--- src/rtl/serial_sub_pkg.sv ---
// Shared types and helpers for the bit-serial subtractor.
// State encoding and counter sizing used by serial_subtractor.
package serial_sub_pkg;

    typedef enum logic [1:0] {
        StIdle = 2'd0,
        StRun  = 2'd1,
        StDone = 2'd2
    } state_e;

    // Counter must index bits 0..width-1; never narrower than one bit.
    function automatic int unsigned cnt_width(input int unsigned width);
        return (width <= 2) ? 1 : $clog2(width);
    endfunction

endpackage

--- src/rtl/full_subtractor.sv ---
// Combinational full-subtractor cell: d = x - y - bin, built from two half-subtractors.
module full_subtractor (
    input  logic x,
    input  logic y,
    input  logic bin,
    output logic d,
    output logic bout
);

    logic hs1_d;
    logic hs1_b;
    logic hs2_b;

    always_comb begin
        hs1_d = x ^ y;
        hs1_b = ~x & y;
        d     = hs1_d ^ bin;
        hs2_b = ~hs1_d & bin;
        bout  = hs1_b | hs2_b;
    end

endmodule

--- src/rtl/serial_subtractor.sv ---
// Bit-serial unsigned subtractor, LSB first, one bit per clock, start/busy/done handshake.
// Define SERIAL_SUB_SAT_EN to clamp the result to zero when the subtraction borrows.
module serial_subtractor
    import serial_sub_pkg::*;
#(
    parameter int unsigned WIDTH = 8
) (
    input  logic             clk,
    input  logic             rst,
    input  logic             start,
    input  logic [WIDTH-1:0] a,
    input  logic [WIDTH-1:0] b,
    output logic             busy,
    output logic             done,
    output logic [WIDTH-1:0] diff,
    output logic             borrow
);

    localparam int unsigned CNT_W = cnt_width(WIDTH);
    localparam logic [CNT_W-1:0] LAST_BIT = CNT_W'(WIDTH - 1);

    state_e           state_q, state_d;
    logic [CNT_W-1:0] cnt_q, cnt_d;
    logic [WIDTH-1:0] sa_q, sa_d;
    logic [WIDTH-1:0] sb_q, sb_d;
    logic [WIDTH-1:0] res_q, res_d;
    logic             bor_q, bor_d;
    logic [WIDTH-1:0] diff_q, diff_d;
    logic             borrow_q, borrow_d;

    logic             d_bit;
    logic             bout;
    logic [WIDTH-1:0] res_next;

    full_subtractor u_fs (
        .x    (sa_q[0]),
        .y    (sb_q[0]),
        .bin  (bor_q),
        .d    (d_bit),
        .bout (bout)
    );

    // Result fills from the MSB side; after WIDTH shifts bit 0 lands at the LSB.
    assign res_next = {d_bit, res_q[WIDTH-1:1]};

    always_comb begin
        state_d  = state_q;
        cnt_d    = cnt_q;
        sa_d     = sa_q;
        sb_d     = sb_q;
        res_d    = res_q;
        bor_d    = bor_q;
        diff_d   = diff_q;
        borrow_d = borrow_q;

        unique case (state_q)
            StIdle: begin
                if (start) begin
                    sa_d    = a;
                    sb_d    = b;
                    res_d   = '0;
                    bor_d   = 1'b0;
                    cnt_d   = '0;
                    state_d = StRun;
                end
            end
            StRun: begin
                res_d = res_next;
                bor_d = bout;
                sa_d  = sa_q >> 1;
                sb_d  = sb_q >> 1;
                cnt_d = cnt_q + CNT_W'(1);
                if (cnt_q == LAST_BIT) begin
                    cnt_d    = '0;
                    borrow_d = bout;
`ifdef SERIAL_SUB_SAT_EN
                    diff_d   = bout ? '0 : res_next;
`else
                    diff_d   = res_next;
`endif
                    state_d  = StDone;
                end
            end
            StDone: begin
                state_d = StIdle;
            end
            default: begin
                state_d = StIdle;
            end
        endcase
    end

    always_ff @(posedge clk or posedge rst) begin
        if (rst) begin
            state_q  <= StIdle;
            cnt_q    <= '0;
            sa_q     <= '0;
            sb_q     <= '0;
            res_q    <= '0;
            bor_q    <= 1'b0;
            diff_q   <= '0;
            borrow_q <= 1'b0;
        end else begin
            state_q  <= state_d;
            cnt_q    <= cnt_d;
            sa_q     <= sa_d;
            sb_q     <= sb_d;
            res_q    <= res_d;
            bor_q    <= bor_d;
            diff_q   <= diff_d;
            borrow_q <= borrow_d;
        end
    end

    always_comb begin
        busy   = (state_q == StRun);
        done   = (state_q == StDone);
        diff   = diff_q;
        borrow = borrow_q;
    end

endmodule

--- config.mk ---
export PLATFORM = sky130hd
export DESIGN_NAME = serial_subtractor
export DESIGN_NICKNAME = d
export VERILOG_FILES = /design/src/rtl/serial_sub_pkg.sv /design/src/rtl/full_subtractor.sv /design/src/rtl/serial_subtractor.sv
export SDC_FILE = /design/constraint.sdc
export NUM_CORES = 1
export LEC_CHECK = 0
export ABC_AREA = 1
export BUFFER_PORTS_ARGS = -buffer_cell sky130_fd_sc_hd__buf_2
export CORE_MARGIN = 2
export CORE_UTILIZATION = 55
export CTS_CLUSTER_SIZE = 20
export DETAILED_ROUTE_END_ITERATION = 8
export PLACE_DENSITY = 0.88
export SLEW_MARGIN = 10
export SYNTH_ARGS = -nofsm -noshare
export SYNTH_HDL_FRONTEND = slang
export SYNTH_HIERARCHICAL = 1
export SYNTH_SLANG_ARGS = --single-unit
--- constraint.sdc ---
create_clock -name clk -period 1.3 [get_ports clk]
set_input_delay 0.065 -clock clk [delete_from_list [all_inputs] [get_ports clk]]
set_output_delay 0.065 -clock clk [all_outputs]
set_load 0.02 [all_outputs]
# After elaboration in Yosys (flattened, before gate mapping)
# Cells that the tools add are included.
# op_classes
n_mux,14
n_eq_ne,5
n_bitwise,7
reduce_logical,5
n_addsub,1
# ops
op,count
$pmux W8 S2,3
$mux W8,3
$mux W3,2
$pmux W3 S2,1
$reduce_and A2 Y1,3
$mux W2,2
$pmux W2 S2,1
$add A3 B1 Y3 const B,1
$eq A3 B3 Y1 const B,1
$and A1 B1 Y1,2
$eq A2 B1 Y1 const B,1
$eq A2 B2 Y1 const B,1
$logic_not A2 Y1,1
$ne A2 B1 Y1 const B,1
$ne A2 B2 Y1 const B,1
$not A1 Y1,2
$pmux W1 S2,1
$reduce_bool A2 Y1,1
$xor A1 B1 Y1,2
$mux W1,1
$or A1 B1 Y1,1
# totals
out_inout_bits,11
regBits,39
elab_cells,40

# Longest topological paths before layout
# logic_depth
ltp_word,5
mapped_depth,7

# Modules after synthesis
# The synthesis kept the hierarchy.
# modules_own_cells
module,cells_per_inst,seq_area_each_um2,area_each_um2,instances
serial_subtractor,212,950.9,1798.0,1
full_subtractor,4,0.0,31.3,1

# Least setup slack after synthesis
# No wires, ideal clock.
# synth_timing
path_type,reg2reg
startpoint,register cnt_q[0]
endpoint,register diff_q[0] (netlist: diff[0])
stages_incl_launch_ff,7
synth_period_minus_slack_ns,1.211
slack_ns,0.089
setup_ns,0.074
required_time_ns,1.226
arrival_ns,1.137
path_buffers,1
path_cell_list,dfrtp_1 ha_1 ha_1 nand2_4 buf_6 nand2_1 o21ai_2
# synth_via
elab_chain_cells,2
# synth_rtl
item,line,text
start: declaration,serial_subtractor.sv:23,"logic [CNT_W-1:0] cnt_q, cnt_d;"
start signal: assignment,serial_subtractor.sv:105,cnt_q <= cnt_d;
$eq A3 B3 Y1,serial_subtractor.sv:73,if (cnt_q == LAST_BIT) begin
$reduce_and A2 Y1 (no source line),-,
end signal: assignment,serial_subtractor.sv:110,diff_q <= diff_d;
end: declaration,serial_subtractor.sv:28,"logic [WIDTH-1:0] diff_q, diff_d;"
# No other way between the ends.
# A chain may end at the register's enable or synchronous reset.

# Worst setup path in the final report
# layout_timing
startpoint,register state_q[0]
endpoint,register cnt_q[1]
# layout_via
elab_chain_cells,3
word_cells_on_any_way,6
# layout_rtl
item,line,text
start: declaration,serial_subtractor.sv:22,"state_e state_q, state_d;"
start signal: assignment,serial_subtractor.sv:95,state_q <= StIdle;
start signal: assignment,serial_subtractor.sv:104,state_q <= state_d;
$eq A2 B1 Y1 or $logic_not A2 Y1 (tied branches),serial_subtractor.sv:56,unique case (state_q)
$reduce_bool A2 Y1 (no source line) or $ne A2 B2 Y1 (tied branches),-,
$reduce_and A2 Y1 (no source line),-,
# Several ways; a longest one is shown, not always the timed one.

==> results.md <==
- Switching power: roughly 2300 uW
- Fraction of layout cells with a size suffix above 1: about 33%
- Via density: a little under 5
- P_int: between 3000 and 4000 uW
- #FFs+latches synth: 38
- Gpl congestion: roughly 0.8
- ANT cells: 0
- Final ANT Viol Nets: 0
- Synth cell count leaders: nand2_1 (75), dfrtp_1 (38), inv_1 (37)
- Unrepaired setup endpoints after global routing: true
- Total track usage: between 20% and 30%
- Clk slew on worst S/H paths: between 0.1 and 0.15 ns
- Die Y: between 60 and 70 um
- Synth top area share: approximately half
- Top Family by Delay on Critical Path: buffers and inverters
- Post-DP Area: between 2000 and 2500 um^2
- Slew Limit Fails: 0
- Sequential Power Share: a little under two fifths
- Max-cap viol count: 0
- Number of H-tree levels: 2
- Area grow syn2layout: 28.0%
- Clock latency on the worst-skew pair: ~0.34 ns
- Register area share after synthesis: around half
- Fin util: 75.4%
- Setup Viol. Count Final: 0
- Antenna violations before repair: 0
- Hold path depth: 3
- Pwr per Cell Area: between 2000 and 2500 nW/um^2
- Routed len/inst: 12.7 um
- Crit Path Class: flip-flop to flip-flop
- Netlist cell types: 20
- Hold Violations, Final: 0
- Routed Wire Length: just over 4000 um
- Die area: between 3000 and 4000 um^2
- Synthesized Nets: roughly 240
- Row count: 20
- Synthesized area: roughly 1800 um^2
- Global-route wire length before repair: a little over 6000 um
- Crit. End Element: flip-flop
- Cell accounting for the most synthesized area: dfrtp_1
- Sum of buffers and inverters on the critical path: 4
- Critical path depth: 7
- Period Utilization, post-route: ~100%
- CTS root buffer: clkbuf_4
- Cells on worst reg2reg path: 7
- Worst-Margin Slew: roughly 0.46 ns
- DR iter-0 viols: approximately 120
- Final WS setup: between 0.009 and 0.01 ns
- Final layout net count: 294
- Clock power frac: about an eighth
- Post-synth EDFFs: 0
- Initial Util: slightly below 60%
- Primary FF master, synth: dfrtp_1
- Setup crit start kind: flip-flop
- Skew final: around 0.015 ns
- Vias in the first global route: about 1500
- Synth top area cells: dfrtp_1 (52%), nand2_1 (15%), inv_1 (7.6%)
- Peak VDD IR: 1.21 mV
- Switching power share of the total: ~42%
- Place WS: 0.00953 ns
- Slew headroom: 69.5%
- Status: completed
- Critical Path Max Stage Delay: around 0.47 ns
- Cell Chain, Critical Path: inv_2 -> nor2_4 -> buf_6 -> buf_4 -> buf_6 -> nand2_1 -> nand2_1
- Tot Pwr: 5520 uW
- Tmin final: approximately 1.3 ns
- # IOs: 30
- Asr flop ratio synth: between 90% and 100%
- Routed via count: approximately 1600
- Slowest cell on the critical path: dfrtp_2
- Max frequency: 0.775 GHz
- Post-DP HPWL: approximately 2500 um
- Total core area: a little over 3000 um^2
- Worst hold path type: primary input to flip-flop
- Port Buffers: 29
- Leakage power: 0.00130 uW
- DRT Pass-1 Iters: 4
- Most numerous cell in the Yosys netlist: nand2_1
- CTS Buffer Depth: 2
- Clock sinks: 38
- Worst Path Required: 1.53 ns
- CTS buffer count: 5
- Die width: approximately 62 um
- Largest net degree at the start of global routing: 39
- Syn. warnings: 6
- Gate count of the mapped netlist: 216
- Combinational Power Share: between 50% and 60%
- Global route overflow: 0
- DRC viols: 0
- Syn Area/Cell: 8.47 um^2
- Post-layout instance area: 2340 um^2
- TritonCTS clock tree: yes
- Arr. time, crit path: between 1.5 and 2 ns
- Worst Path Max Fanout: 8
[layout by cell type, fill, tap and decap left out, types with 2 or more instances in the layout]
master / count
nand2_1: 72
inv_1: 37
dfrtp_1: 37
buf_2: 27
nand3_1: 26
buf_4: 18
o21ai_2: 16
buf_6: 8
clkbuf_4: 5
nand2_2: 4
dlygate4sd3_1: 3
nand4_1: 2
nor2_4: 2
[tightest hold or removal path, stage by stage]
cell,delay (ns)
buf_2,0.08
nand4_1,0.08
nand3_1,0.08
[sequential cells by signal, indices dropped and copies added, names as in the netlist]
signal / flops
sa_q: 8
state_q: 2
cnt_q: 3
borrow: 1
res_q: 7
sb_q: 8
bor_q: 1
diff: 8
[repair_timing]
action | 4_1_cts | 5_1_grt
gates resized for setup | 6 | 14
gates cloned | 0 | 1
hold buffers | 3 | 0
endpoints found under the setup margin | 8 | 32
pin swaps | 1 | 2
setup buffers | 8 | 4
endpoints found under the hold margin | 40 | 0
[per-stage QoR]
stage / setup TNS (ns) / hold WS (ns) / instances
2_1_floorplan: 0 / 0.187 / 216
3_3_place_gp: 0 / 0.194 / 293
3_5_place_dp: 0 / 0.193 / 293
4_1_cts: -0.000706 / 0.00178 / 312
5_1_grt: -0.0748 / 0.0259 / 317
6_report: 0 / 0.00738 / 317
[area by class of cell]
type	instances	area, um^2
flip-flops and latches	38	952
fillers	205	762
multi-input cells	130	689
repair buffers	58	435
inverters	39	149
clock buffers	7	55.1
well taps	44	55.1
clock inverters	1	5.00
[metal layers]
metal | global-route usage, % | share of wire (%) | vias up
li1 | - | - | 767
met1 | 28.1 | 43 | 727
met2 | 37.6 | 51 | 51
met3 | 5.88 | 5.5 | 8
met4 | 10.3 | 1.1 | 0
met5 | 0 | 0 | -
[power by group through the flow]
| stage | clock network [uW] | logic (uW) | registers, uW |
|---|---|---|---|
| after floorplan | 0 | 1630 | 2150 |
| after global placement | 0 | 2310 | 2040 |
| after detailed placement | 0 | 2400 | 2060 |
| after CTS | 643 | 2580 | 2040 |
| after global routing | 696 | 3160 | 2120 |
| final | 650 | 2820 | 2060 |
[cells by family after synthesis]
group | after synthesis | synth area share, %
AO/OA/AOI/OAI | 19 | 8.89
adder cells (fa/ha/maj) | 3 | 2.46
buffers and inverters | 48 | 11.5
flip-flops | 38 | 52.0
AND/OR/NAND/NOR | 108 | 25.2
[worst paths after layout]
path | startpoint | slack (ns) | to
max | state_q[0]$_DFFE_PP0P_ | 0.009 | cnt_q[1]$_DFFE_PP0P_
min | b[4] | 0.007 | sb_q[4]$_DFFE_PP0P_
max reg2reg | state_q[0]$_DFFE_PP0P_ | 0.009 | cnt_q[1]$_DFFE_PP0P_
min reg2reg | bor_q$_DFFE_PP0P_ | 0.49 | bor_q$_DFFE_PP0P_
max in group asynchronous | rst | 0.61 | state_q[0]$_DFFE_PP0P_
min in group asynchronous | rst | 0.36 | sa_q[4]$_DFFE_PP0P_
Note: power is estimated with default switching activity, not from simulation.
